## src/rtl/alu_arbiter_if.sv

```systemverilog
// Bus bundle between the ALU arbiter, its requesters and the shared ALU.
// slave = arbiter view, master = requester/ALU view.
interface alu_arbiter_if #(
  parameter int unsigned NUM_REQ = 4,
  parameter int unsigned WIDTH   = 16
);
  localparam int unsigned IDW = (NUM_REQ > 1) ? $clog2(NUM_REQ) : 1;

  logic [NUM_REQ-1:0]       req_valid;
  logic [NUM_REQ-1:0]       req_ready;
  logic [4*NUM_REQ-1:0]     req_opcode;
  logic [WIDTH*NUM_REQ-1:0] req_a;
  logic [WIDTH*NUM_REQ-1:0] req_b;
  logic                     rsp_valid;
  logic [IDW-1:0]           rsp_id;
  logic [WIDTH-1:0]         rsp_result;
  logic                     rsp_cf;
  logic                     alu_enable;
  logic [WIDTH-1:0]         alu_data_a;
  logic [WIDTH-1:0]         alu_data_b;
  logic [3:0]               alu_opcode;
  logic [WIDTH-1:0]         alu_results;
  logic                     alu_cf;

  modport slave (
    input  req_valid, req_opcode, req_a, req_b, alu_results, alu_cf,
    output req_ready, rsp_valid, rsp_id, rsp_result, rsp_cf,
           alu_enable, alu_data_a, alu_data_b, alu_opcode
  );

  modport master (
    output req_valid, req_opcode, req_a, req_b, alu_results, alu_cf,
    input  req_ready, rsp_valid, rsp_id, rsp_result, rsp_cf,
           alu_enable, alu_data_a, alu_data_b, alu_opcode
  );
endinterface

```

## src/rtl/alu_arbiter.sv

```systemverilog
// Round-robin arbiter sharing one ALU between NUM_REQ requesters (IDLE->ISSUE->WAIT->RESP).
// Define ALU_ARB_FIXED_PRIORITY_EN for lowest-index-wins fixed priority instead of round-robin.
module alu_arbiter #(
  parameter int unsigned NUM_REQ = 4,
  parameter int unsigned WIDTH   = 16,
  parameter int unsigned ALU_LAT = 1
) (
  input  logic          CLK,
  input  logic          RST,
  alu_arbiter_if.slave  bus
);
  localparam int unsigned IDW = (NUM_REQ > 1) ? $clog2(NUM_REQ) : 1;
  localparam int unsigned CW  = (ALU_LAT > 1) ? $clog2(ALU_LAT) : 1;
  localparam int unsigned OPW = 4;

  typedef enum logic [1:0] {IDLE, ISSUE, WAIT, RESP} state_e;

  state_e           state_q, state_d;
  logic [IDW-1:0]   ptr_q, ptr_d, id_q, id_d;
  logic [CW-1:0]    cnt_q, cnt_d;
  logic [OPW-1:0]   op_q, op_d;
  logic [WIDTH-1:0] a_q, a_d, b_q, b_d, res_q, res_d;
  logic             cf_q, cf_d, en_q, en_d, rv_q, rv_d;

  logic             gnt_found_c;
  logic [IDW-1:0]   gnt_idx_c;
  logic [NUM_REQ-1:0] gnt_c;
  logic [OPW-1:0]   sel_op_c;
  logic [WIDTH-1:0] sel_a_c, sel_b_c;

  // i-th candidate in search order for the current pointer
  function automatic logic [IDW-1:0] cand(input int unsigned i, input logic [IDW-1:0] ptr);
`ifdef ALU_ARB_FIXED_PRIORITY_EN
    cand = IDW'(i);
`else
    cand = IDW'((32'(ptr) + i + 32'd1) % NUM_REQ);
`endif
  endfunction

  always_comb begin
    gnt_found_c = 1'b0;
    gnt_idx_c   = '0;
    for (int unsigned i = 0; i < NUM_REQ; i++) begin
      if (!gnt_found_c && bus.req_valid[cand(i, ptr_q)]) begin
        gnt_found_c = 1'b1;
        gnt_idx_c   = cand(i, ptr_q);
      end
    end
  end

  // payload mux of the winning requester
  always_comb begin
    sel_op_c = '0;
    sel_a_c  = '0;
    sel_b_c  = '0;
    for (int unsigned i = 0; i < NUM_REQ; i++) begin
      if (IDW'(i) == gnt_idx_c) begin
        sel_op_c = bus.req_opcode[i*OPW +: OPW];
        sel_a_c  = bus.req_a[i*WIDTH +: WIDTH];
        sel_b_c  = bus.req_b[i*WIDTH +: WIDTH];
      end
    end
  end

  always_comb begin
    gnt_c = '0;
    if (state_q == IDLE && !RST && gnt_found_c) gnt_c[gnt_idx_c] = 1'b1;
  end

  always_comb begin
    state_d = state_q;
    ptr_d   = ptr_q;
    id_d    = id_q;
    cnt_d   = cnt_q;
    op_d    = op_q;
    a_d     = a_q;
    b_d     = b_q;
    res_d   = res_q;
    cf_d    = cf_q;
    en_d    = 1'b0;
    rv_d    = 1'b0;
    unique case (state_q)
      IDLE: begin
        if (gnt_found_c) begin
          state_d = ISSUE;
          op_d    = sel_op_c;
          a_d     = sel_a_c;
          b_d     = sel_b_c;
          id_d    = gnt_idx_c;
`ifndef ALU_ARB_FIXED_PRIORITY_EN
          ptr_d   = gnt_idx_c;
`endif
          en_d    = 1'b1;
        end
      end
      ISSUE: begin
        state_d = WAIT;
        cnt_d   = CW'(ALU_LAT - 1);
      end
      WAIT: begin
        if (cnt_q == '0) begin
          res_d   = bus.alu_results;
          cf_d    = bus.alu_cf;
          rv_d    = 1'b1;
          state_d = RESP;
        end else begin
          cnt_d = cnt_q - CW'(1);
        end
      end
      RESP: state_d = IDLE;
      default: state_d = IDLE;
    endcase
  end

  always_ff @(posedge CLK) begin
    if (RST) begin
      state_q <= IDLE;
      ptr_q   <= IDW'(NUM_REQ - 1);
      id_q    <= '0;
      cnt_q   <= '0;
      op_q    <= '0;
      a_q     <= '0;
      b_q     <= '0;
      res_q   <= '0;
      cf_q    <= 1'b0;
      en_q    <= 1'b0;
      rv_q    <= 1'b0;
    end else begin
      state_q <= state_d;
      ptr_q   <= ptr_d;
      id_q    <= id_d;
      cnt_q   <= cnt_d;
      op_q    <= op_d;
      a_q     <= a_d;
      b_q     <= b_d;
      res_q   <= res_d;
      cf_q    <= cf_d;
      en_q    <= en_d;
      rv_q    <= rv_d;
    end
  end

  assign bus.req_ready  = gnt_c;
  assign bus.alu_enable = en_q;
  assign bus.alu_data_a = a_q;
  assign bus.alu_data_b = b_q;
  assign bus.alu_opcode = op_q;
  assign bus.rsp_valid  = rv_q;
  assign bus.rsp_id     = id_q;
  assign bus.rsp_result = res_q;
  assign bus.rsp_cf     = cf_q;
endmodule

```

## src/flat_wrapper.sv

```systemverilog
// flat-port wrapper written by rule: the top's interface ports become plain ports
module alu_arbiter_flat 
#(
  parameter int unsigned NUM_REQ = 4,
  parameter int unsigned WIDTH   = 16,
  parameter int unsigned ALU_LAT = 1
)
  (CLK, RST, bus_req_valid, bus_req_opcode, bus_req_a, bus_req_b, bus_alu_results, bus_alu_cf, bus_req_ready, bus_rsp_valid, bus_rsp_id, bus_rsp_result, bus_rsp_cf, bus_alu_enable, bus_alu_data_a, bus_alu_data_b, bus_alu_opcode);
  alu_arbiter_if #(.NUM_REQ(NUM_REQ), .WIDTH(WIDTH)) bus_i ();
  input  logic CLK;
  input  logic RST;
  input wire logic [$bits(bus_i.req_valid)-1:0] bus_req_valid;
  input wire logic [$bits(bus_i.req_opcode)-1:0] bus_req_opcode;
  input wire logic [$bits(bus_i.req_a)-1:0] bus_req_a;
  input wire logic [$bits(bus_i.req_b)-1:0] bus_req_b;
  input wire logic [$bits(bus_i.alu_results)-1:0] bus_alu_results;
  input wire logic [$bits(bus_i.alu_cf)-1:0] bus_alu_cf;
  output wire logic [$bits(bus_i.req_ready)-1:0] bus_req_ready;
  output wire logic [$bits(bus_i.rsp_valid)-1:0] bus_rsp_valid;
  output wire logic [$bits(bus_i.rsp_id)-1:0] bus_rsp_id;
  output wire logic [$bits(bus_i.rsp_result)-1:0] bus_rsp_result;
  output wire logic [$bits(bus_i.rsp_cf)-1:0] bus_rsp_cf;
  output wire logic [$bits(bus_i.alu_enable)-1:0] bus_alu_enable;
  output wire logic [$bits(bus_i.alu_data_a)-1:0] bus_alu_data_a;
  output wire logic [$bits(bus_i.alu_data_b)-1:0] bus_alu_data_b;
  output wire logic [$bits(bus_i.alu_opcode)-1:0] bus_alu_opcode;
  assign bus_i.req_valid = bus_req_valid;
  assign bus_i.req_opcode = bus_req_opcode;
  assign bus_i.req_a = bus_req_a;
  assign bus_i.req_b = bus_req_b;
  assign bus_i.alu_results = bus_alu_results;
  assign bus_i.alu_cf = bus_alu_cf;
  assign bus_req_ready = bus_i.req_ready;
  assign bus_rsp_valid = bus_i.rsp_valid;
  assign bus_rsp_id = bus_i.rsp_id;
  assign bus_rsp_result = bus_i.rsp_result;
  assign bus_rsp_cf = bus_i.rsp_cf;
  assign bus_alu_enable = bus_i.alu_enable;
  assign bus_alu_data_a = bus_i.alu_data_a;
  assign bus_alu_data_b = bus_i.alu_data_b;
  assign bus_alu_opcode = bus_i.alu_opcode;
  alu_arbiter #(.NUM_REQ(NUM_REQ), .WIDTH(WIDTH), .ALU_LAT(ALU_LAT)) u_core (.CLK(CLK), .RST(RST), .bus(bus_i));
endmodule
```

## config.mk

```make
export PLATFORM = sky130hd
export DESIGN_NAME = alu_arbiter_flat
export DESIGN_NICKNAME = d
export VERILOG_FILES = /design/src/rtl/alu_arbiter_if.sv /design/src/rtl/alu_arbiter.sv /design/src/flat_wrapper.sv
export SDC_FILE = /design/constraint.sdc
export NUM_CORES = 1
export LEC_CHECK = 0
export ABC_AREA = 1
export CAP_MARGIN = 25
export CORE_MARGIN = 3
export CORE_UTILIZATION = 34
export DETAILED_ROUTE_END_ITERATION = 7
export PLACE_DENSITY = 0.87
export SKIP_LAST_GASP = 1
export SLEW_MARGIN = 10
export SYNTH_ARGS = -nofsm -noshare
export SYNTH_HDL_FRONTEND = slang
export SYNTH_SLANG_ARGS = --single-unit
```

## constraint.sdc

```tcl
create_clock -name CLK -period 1.99 [get_ports CLK]
set_input_delay 0.398 -clock CLK [delete_from_list [all_inputs] [get_ports CLK]]
set_output_delay 0.398 -clock CLK [all_outputs]
set_load 0.02 [all_outputs]
```

=== After elaboration in Yosys (flattened, before gate mapping) ===
Cells that the tools add are included.

* Output and inout port bits: 61
* Register bits after elaboration: 62
* Input bits: 167
* Word-level logic and storage cells: 91

* Reduce and logical (&&, ||, !) cells: 18
* Eq/ne operators: 8
* Magnitude comparators: 6
* Muxes and demuxes: 38
* Bitwise gates (word level): 3
* $add $sub $neg: 7

{| class="wikitable"
|+ Operators with widths
! kind !! count
|-
| two-way mux 16 bit || 8
|-
| two-way mux 4 bit || 5
|-
| less-than comparator 2 x 3 -> 1 bit (second input constant) || 5
|-
| two-way mux 1 bit || 12
|-
| two-way mux 2 bit || 6
|-
| adder 2 x 1 -> 2 bit (second input constant) || 4
|-
| binary-select mux 1 bit (select 2 bit) || 4
|-
| one-hot mux 2 bit (4 select lines) || 1
|-
| logical AND 1 bit || 6
|-
| AND reduction 2 bit || 3
|-
| adder 2 bit (second input constant) || 2
|-
| equality test 2 bit (first input constant) || 2
|-
| equality test 2 bit (second input constant) || 2
|-
| logical NOT 1 bit || 4
|-
| logical NOT 2 bit || 2
|-
| OR reduction 2 bit || 2
|-
| inverter 1 bit || 3
|-
| demux 1 bit (select 2 bit) || 1
|-
| equality test 1 x 2 -> 1 bit (first input constant) || 1
|-
| equality test 2 x 1 -> 1 bit (second input constant) || 1
|-
| greater-or-equal comparator 2 x 1 -> 1 bit (second input constant) || 1
|-
| != test 2 x 1 -> 1 bit (second input constant) || 1
|-
| != test 2 bit (second input constant) || 1
|-
| one-hot mux 1 bit (2 select lines) || 1
|-
| 2 further kinds || 2
|}

=== Longest topological paths before layout ===
Gate-level depths: netlist (run 1).

* Word-level depth: 18
* Mapped depth: 15

=== Least setup slack after synthesis (run 1) ===
OpenSTA, ideal clock, no wires.

* Path kind: register to output
* Start: register u_core.ptr_q[0]
* End: output port bus_req_ready[0]
* Path buffers: 3
* Cell stages (with the launch flop): 12
* Arrival: 1.880 ns
* Slack: -0.288 ns
* Cell sequence: dfxtp_1 buf_6 nand2_1 nand2_2 nand2_1 nand2_1 inv_1 nand4_1 nand2_2 buf_6 buf_4 nor3_1

* Cells in the longest elaborated chain, start to end: 18
* Elaborated cells on any way between the ends: 35
* Classes of those cells: 6 x add/sub; 2 x order compare; 19 x mux; 8 x reduce/logical

{| class="wikitable"
|+ Ends and longest elaborated chain
! what !! RTL line !! text
|-
| start, declared || alu_arbiter.sv:19 || <nowiki>logic [IDW-1:0] ptr_q, ptr_d, id_q, id_d;</nowiki>
|-
| start signal, assigned || alu_arbiter.sv:118 || <nowiki>ptr_q <= IDW'(NUM_REQ - 1);</nowiki>
|-
| start signal, assigned || alu_arbiter.sv:130 || <nowiki>ptr_q <= ptr_d;</nowiki>
|-
| parallel branches: the longest is 17 deep, another holds adder 2 x 1 -> 2 bit || n/a ||
|-
| two-way mux 4 bit * || alu_arbiter.sv:67 || <nowiki>if (state_q == IDLE && !RST && gnt_found_c) gnt_c[gnt_idx_c] = 1'b1;</nowiki>
|-
| end, declared || flat_wrapper.sv:18 || <nowiki>output wire logic [$bits(bus_i.req_ready)-1:0] bus_req_ready;</nowiki>
|}

Every way passes the cells marked *. The select of a mux whose other input is x is not followed.

=== Worst setup path in the final report (run 1) ===
* Start: register u_core.ptr_q[0]
* End: output port bus_req_ready[3]

The elaborated chain is that of the path after synthesis.

==> summary by stage, run 1 <==
Outcome
The run finished, with violations left. The checks that failed: negative setup slack.

Min path
The type of the most critical hold path is flip-flop to flip-flop. The critical hold path startpoint is u_core.bus.alu_data_a[15]. The path with the worst hold slack has its endpoint at u_core.bus.alu_data_a[15]. The hold-critical path depth is 2.

Synthesis
The proportion of synthesized chip area in sequential cells is 0.3276. Yosys printed 0 warnings. The most repeated cell in the gate-level netlist after synthesis is sky130_fd_sc_hd__nand2_1. After synthesis, the most frequently instantiated cells are sky130_fd_sc_hd__nand2_1 (159), sky130_fd_sc_hd__nand4_1 (74), sky130_fd_sc_hd__nand3_1 (68). In the post-synthesis netlist, the biggest area contributors are sky130_fd_sc_hd__dfxtp_1 (33%), sky130_fd_sc_hd__nand2_1 (16%), sky130_fd_sc_hd__nand4_1 (12%).

Counting every net in the synthesized netlist gives 722. The area share of the largest cell type after synthesis is 0.3276. The biggest area consumer among synthesized cells is sky130_fd_sc_hd__dfxtp_1. The post-synthesis cell count is 552. The post-synthesis average cell area is 6.752 um2. The number of distinct library cells after synthesis is 28.

The flip-flop and latch count after synthesis is 61. The top flip-flop cell by instance count after synthesis is sky130_fd_sc_hd__dfxtp_1. The share of synthesized registers carrying an async set or reset is 0. The number of enable flip-flop cells after synthesis is 0. The synthesized netlist occupies a cell area of 3727 um2.

Power
The worst-case IR drop observed on VDD is 1700 uV. The power density over cell area is 1770 nW/um2. The static leakage is 2.639 nW.

Final layout
The layout net count is 956. Fill cells in the final layout number 930. Relative to the synthesized area, the layout overhead comes to 78.48%. After routing the design area is 6653 um2. The antenna cell count is 0. The finished layout holds 926 standard cells, fillers aside. Of the cells placed in the final design, the portion with a size suffix greater than 1 is 0.1494.

STA
Once routing completed, OpenROAD measured the worst setup slack at -404.4 ps. For the pin with the worst max-slew slack, the measured transition is 471.0 ps. The number of failing hold endpoints at the final stage was 0. The maximum clock frequency is 417.6 MHz. The shortest clock period the worst path allows after layout is 2394 ps. The final clock skew is 10.89 ps.

Measured against its own limit, the worst slew margin works out to 0.6840. Setup repair after global routing could not meet its margin everywhere. The total count of max-transition violations in the final report is 0. In the finished design, the share of the clock period the worst path needs comes to 1.203. The total setup violations reported at the end of the flow is 43.

GRT
In the global route stage, met3 resource usage came out at 0.06605. The overall overflow remaining after global route is 0. For met2 alone, demand over resource in global routing was 0.4013. The number of global-route vias before repair was 4826. Entering global routing, the biggest net connects 41 pins.

The first global-routing pass estimated 23.72 mm of wire. Across every metal layer, demand over resource in global routing totals 0.2320. For met1 alone, demand over resource in global routing was 0.2749. After global routing, the most crowded layer is met2. The number of antenna violations at the first check in global routing was 0.

Drt
The number of antenna-violating nets in the routed design is 0. The number of vias after detailed routing is 4873. Dividing the detail-routed wire length by the instance count gives 15.91 um. The final layout contains routed wiring with a total length of 14.73 mm. The first routing iteration left 326 violations.

The post-detailed-route DRC marker count is 0. The via density per instance is 5.262. The number of iterations in the first detailed-routing pass is 5.

Setup path
The required time of the worst setup path is 1590 ps. STA classifies the critical path endpoint as a primary output. The worst setup path is of the flip-flop to primary output kind.

The startpoint of the worst register-to-register path is u_core.ptr_q[0]. Of all nets on the critical path, the largest fanout is 7. The critical path arrival is 2000 ps.

In this run the register-to-register setup slack is -330 ps. The worst setup path is launched from a flip-flop. The number of cells on the worst reg-to-reg path is 15. The worst reg2reg path endpoint is u_core.bus.alu_data_b[2].

Floorplanning
The overall die area is 12260 um2. The total core area is 10510 um2. The floorplan has 37 rows. The initial standard-cell utilization of the core is 0.3547.

During I/O placement, the number of pins put on the boundary was 228. The width of the die is 110.7 um. The die outline height is 110.7 um.

Clocking
TritonCTS built the clock tree. The number of buffers created by CTS is 9. The clock tree synthesis step divided the H-tree into 3 levels. The clock transition time at the flip-flop clock pins of the worst setup and hold paths is 70 ps. The clock latency of the later-clocked register in the worst-skew pair is 330 ps. The buffer depth of the longest clock path is 2. For this design, the sink count on the clock tree is 61. The clock tree root buffer cell is sky130_fd_sc_hd__clkbuf_8.

Placed design
The congestion estimate from routability-driven global placement came to 0.8527. The standard cell area after detailed placement is 6130 um2. The count of input and output buffers is 227.

Detailed placement ended at an HPWL of 10.01 mm. The number of placed instances, taps included, is 895.

Job
The tool flagged a number of max-cap violations equal to 0.
==> per-stage QoR <==
stage               total power, mW    util  setup TNS [ps]  hold slack, ps  setup WS, ps
CTS                           11.44  0.6210           -8960           464.3        -313.3
floorplan                     7.545       -               0           477.5         1.833
global route                  12.78  0.6331          -18380           478.1        -518.8
global placement              9.377  0.5833          -34600           451.0        -918.6
finish                        11.78  0.6331          -11010           462.1        -404.4
detailed placement            9.504  0.5833          -36810           454.2        -961.9
==> routing by layer <==
metal / share of wire / wire length (um)
met2: 0.49 / 7276
met3: 0.083 / 1224
met5: 0 / 0
met4: 0.019 / 276
met1: 0.40 / 5951
==> worst max-delay path by stage <==
stage	cells after the start	startpoint	end	slack (ps)
after floorplan	12	u_core.ptr_q[0]	bus_req_ready[3]	2
after global placement	14	bus_req_valid[3]	bus_req_ready[0]	-920
after detailed placement	14	bus_req_valid[3]	bus_req_ready[0]	-960
after CTS	12	u_core.ptr_q[0]	bus_req_ready[1]	-310
after global routing	12	u_core.ptr_q[0]	bus_req_ready[3]	-520
final	12	u_core.ptr_q[0]	bus_req_ready[3]	-400
==> report_power, final <==
part / switching (mW) / leakage [nW] / internal [mW]
sequential: 0.191 / 0.501 / 1.61
combinational: 5.34 / 2.04 / 3.52
clock: 0.475 / 0.0947 / 0.641
total: 6.01 / 2.64 / 5.77
==> final cells by class <==
class	count	area [um2]	area share
Timing Repair Buffer	270	2686	0.4038
Multi-Input combinational cell	429	2308	0.3470
Sequential cell	61	1226	0.1843
Tap cell	136	170.2	0.02558
Clock buffer	12	155.1	0.02332
Inverter	15	61.31	0.009216
Clock inverter	3	45.04	0.006771
==> cell usage in the layout, fill, tap and decap left out, drive strengths merged <==
cell / n
clkbuf: 12
o21ai: 18
dlygate4sd2: 4
o211ai: 2
clkinv: 1
buf: 48
clkinvlp: 2
nor2: 46
bufinv: 1
dfxtp: 61
nor3: 2
inv: 14
clkdlybuf4s50: 218
nand3: 77
nand2: 166
a21oi: 40
ha: 3
nand4: 75
==> flip-flops by register name (all words and copies together) (netlist names) <==
| signal | count |
|---|---|
| u_core.bus.rsp_valid | 1 |
| u_core.bus.alu_opcode | 4 |
| u_core.bus.alu_enable | 1 |
| u_core.bus.alu_data_b | 16 |
| u_core.state_q | 2 |
| u_core.ptr_q | 2 |
| u_core.bus.alu_data_a | 16 |
| u_core.bus.rsp_id | 2 |
| u_core.bus.rsp_result | 16 |
| u_core.bus.rsp_cf | 1 |
==> critical path, cell delays in order (launching register included) <==
cell                      delay (ps)
sky130_fd_sc_hd__dfxtp_4         390
sky130_fd_sc_hd__buf_6           130
sky130_fd_sc_hd__nand2_1          50
sky130_fd_sc_hd__nand2_1          80
sky130_fd_sc_hd__nand2_2         100
sky130_fd_sc_hd__nand2_2          80
sky130_fd_sc_hd__nor2_4          150
sky130_fd_sc_hd__buf_6           130
sky130_fd_sc_hd__nand4_1         110
sky130_fd_sc_hd__nand2_2         180
sky130_fd_sc_hd__nand2_4          70
sky130_fd_sc_hd__nor2_4           80
sky130_fd_sc_hd__buf_6           120
==> repair_timing <==
item,4_1_cts,5_1_grt
pin swaps,18,13
cloned,1,0
endpoints found under the setup margin,44,45
resized for setup,52,27
setup buffers,12,5
hold buffers,0,0
==> logic make-up after synthesis <==
family	synth area share
AOI/OAI and AO/OA	0.08291
adders and majority gates	0.01007
buffers and inverters	0.09902
DFF	0.3276
and+or+nand+nor	0.4804
(Power assumes the default switching activity.)
==> run 2: changes to the inputs <==
--- a/config.mk
+++ b/config.mk
@@ -11,6 +11,7 @@
 export CORE_UTILIZATION = 34
 export DETAILED_ROUTE_END_ITERATION = 7
 export PLACE_DENSITY = 0.87
+export SKIP_CTS_REPAIR_TIMING = 1
 export SKIP_LAST_GASP = 1
 export SLEW_MARGIN = 10
 export SYNTH_ARGS = -nofsm -noshare
==> run 2 against run 1 <==
The run still ends with negative setup slack left. Core utilization up 1.9 points. First-iteration DRC count grew 1.8%. Routed wire length is 4.9% higher. Global-route usage fell by 1.1 points. Final cell count grew 0.22%. Via count rose by 1.8%. Cell area rose by 3.0%. Sequential power hardly changed. Critical endpoint is now bus_req_ready[0]. Largest cell class unchanged. Highest routed layer unchanged.
==> summary by stage, run 2 (same netlist as run 1, synthesis figures left out) <==
Floorplanning
The overall die area is 12260 um2. The number of primary I/O pins is 228. For this configuration, the core starts out at a cell density of 0.3547. The floorplan step defined a core boundary enclosing 10510 um2. The die is 110.7 um tall. The width of the die is 110.7 um. The number of rows in the core area is 37.

Final layout
The library cells used most frequently in the layout, excluding fill and tap cells, are sky130_fd_sc_hd__clkdlybuf4s50_1 (218), sky130_fd_sc_hd__nand2_1 (136), sky130_fd_sc_hd__nand4_1 (74). The filler cell count is 907. From synthesis to final layout, the design area changed by 83.85%.

The end-of-flow core utilization is 0.6521. The filler-free cell count of the finished design is 928. Leaving out fill and tap cells, the most frequent cell in the layout is sky130_fd_sc_hd__clkdlybuf4s50_1.

For this run, the post-layout net count is 958. Of the cells placed in the final design, the portion with a size suffix greater than 1 is 0.1692. The number of antenna diodes in the final layout is 0.

Setup path
The critical path is of the flip-flop to primary output type. The peak fanout along the critical path is 8. The signal on the critical path passes through buf_6, nand2_2, nand2_4, nand2_2, buf_4, nand2_1, nand2_1, nand2_2, inv_1, nand2_4, nor3_4, buf_6.

The element type at the critical path end is a primary output. For this design, the slowest cell found on the critical path is sky130_fd_sc_hd__dfxtp_4. The cell that appears most often on the critical path is sky130_fd_sc_hd__nand2_2. The critical path arrival is 2040 ps. In this design, the stage delay of the slowest critical-path cell is 400 ps.

The worst setup path is launched from a flip-flop. At the worst endpoint, the required time is 1590 ps.

GRT
The number of global-route vias before repair is 4631. The overall overflow remaining after global route is 0. For this run, the total global-route usage over all layers was measured as 0.2210. The first global-routing pass estimated 22.65 mm of wire. The pin count of the biggest net entering global routing is 41. The number of antenna violations at the first check in global routing came to 0.

Clocking
CTS built an H-tree with a depth of 3. The clock transition time at the flip-flop clock pins of the worst setup and hold paths is 70 ps. The clock passes through at most 2 buffers. The TritonCTS clock tree is done.

The later pin in the worst-skew pair is clocked with a latency of 330 ps. The clock sink total is 61. The number of clock buffers added by TritonCTS is 9. The clock tree root buffer cell is sky130_fd_sc_hd__clkbuf_8.

Drt
The number of iterations in the first detailed-routing pass is 5. In the routed layout, each cell is associated on average with a via count of 5.348. The total wire length after detailed routing is 15.46 mm. The DRC violation total after the first TritonRoute iteration is 332.

The post-detailed-route DRC marker count is 0. The number of antenna-violating nets in the routed design is 0. Detailed routing inserted a total of 4963 vias. Dividing the detail-routed wire length by the instance count gives 16.66 um.

Outcome
The checks that failed: negative setup slack. The flow ran to the end, but the final reports show violations.

STA
The number of failing hold endpoints at the final stage came to 0. Setup repair after global routing could not meet its margin everywhere. For this run, the top clock speed supported by timing is 410.9 MHz. On the final layout, the worst clock skew is 10.35 ps. The post-route fraction of the period consumed by the critical path is 1.223. The setup slack after layout is -443.7 ps. Subtracting the final worst setup slack from the clock period gives 2434 ps. Setup violations remaining at the end of the flow were counted as 44. At the pin with the least slew margin, the transition time is 505.4 ps. The worst pin sits at a relative slew slack of 0.6631. The total count of max-transition violations in the final report is 0.

Placed design
At the end of routability-driven placement, the weighted congestion stood at 0.8527. Counting tap cells, the placed design contains a total of 895 instances. The sum of net half-perimeters after detailed placement is 10.01 mm. Input and output buffers added on the ports amount to 227.

Power
The power density over cell area is 1879 nW/um2. Across the VDD grid, the largest voltage drop is 2210 uV. For this design the static power due to leakage is 2.713 nW.

Min path
The type of the most critical hold path is flip-flop to flip-flop.

Job
Max-cap violations in this run came to 0.
## run 2: cell types whose count changed in the layout (fill, tap and decap cells not counted), moves of 2 or more
cell,delta
sky130_fd_sc_hd__a21oi_2,+10
sky130_fd_sc_hd__buf_4,-7
sky130_fd_sc_hd__nand2_1,-4
sky130_fd_sc_hd__a21oi_1,-10
sky130_fd_sc_hd__buf_12,+5
sky130_fd_sc_hd__buf_16,+2
sky130_fd_sc_hd__dlygate4sd2_1,-4
sky130_fd_sc_hd__nand2_2,+9
sky130_fd_sc_hd__dlymetal6s2s_1,+4
sky130_fd_sc_hd__clkbuf_16,+3
sky130_fd_sc_hd__nand2_4,-5
## run 2: worst max-delay path: cells and delay by family (launching register included)
family | cells | cell delay (ps)
flip-flops | 1 | 400
buffers and inverters | 4 | 520
AND/OR/NAND/NOR | 8 | 800
## run 2: path summary, 6_finish.rpt
path	start	to	slack, ps	depth (start not counted)
worst max-delay path	u_core.ptr_q[0]	bus_req_ready[0]	-440	12
worst min register to register	u_core.bus.alu_data_a[8]	u_core.bus.alu_data_a[8]	460	2
worst max register to register	u_core.ptr_q[0]	u_core.bus.alu_data_b[2]	-360	18
worst min-delay path	u_core.bus.alu_data_a[8]	u_core.bus.alu_data_a[8]	460	2
## run 2: where the power goes
part / switching, mW / leakage, nW / internal, mW
Clock: 0.481 / 0.0947 / 0.641
Combinational: 5.68 / 2.12 / 4.26
Sequential: 0.197 / 0.501 / 1.61
## run 2: layout make-up
| class | count | area (um2) | area share |
|---|---|---|---|
| clock inverter | 3 | 45.04 | 0.006573 |
| multi-input combinational | 429 | 2331 | 0.3402 |
| sequential | 61 | 1226 | 0.1789 |
| timing repair buffer | 272 | 2864 | 0.4179 |
| tap | 136 | 170.2 | 0.02483 |
| clock buffer | 12 | 155.1 | 0.02264 |
| inverter | 15 | 61.31 | 0.008947 |
## run 2: per-stage QoR
stage / hold WS (ps) / cell area, um2 / power, mW / setup slack (ps) / setup TNS [ps]
final: 463.1 / 6853 / 12.88 / -443.7 / -13000
after global routing: 482.6 / 6853 / 13.82 / -610.6 / -20290
after CTS: 464.3 / 6330 / 10.65 / -969.1 / -23360
after detailed placement: 454.2 / 6130 / 9.504 / -961.9 / -36810
after global placement: 451.0 / 6130 / 9.377 / -918.6 / -34600
after floorplan: 477.5 / 3797 / 7.545 / 1.833 / 0
## run 2: routing by layer
layer	GRT usage	up-vias	share of wire
met5	0	-	0
met4	0.07225	0	0.022
met3	0.06332	35	0.085
met2	0.3823	242	0.49
met1	0.2628	2312	0.40
li1	-	2374	-
==> run 3: changes to the inputs <==
--- a/config.mk
+++ b/config.mk
@@ -10,6 +10,7 @@
 export CORE_MARGIN = 3
 export CORE_UTILIZATION = 34
 export DETAILED_ROUTE_END_ITERATION = 7
+export GPL_ROUTABILITY_DRIVEN = 0
 export PLACE_DENSITY = 0.87
 export SKIP_CTS_REPAIR_TIMING = 1
 export SKIP_LAST_GASP = 1
==> results of run 3 <==
The final DEF is identical to that of run 2; final timing and power are the same.
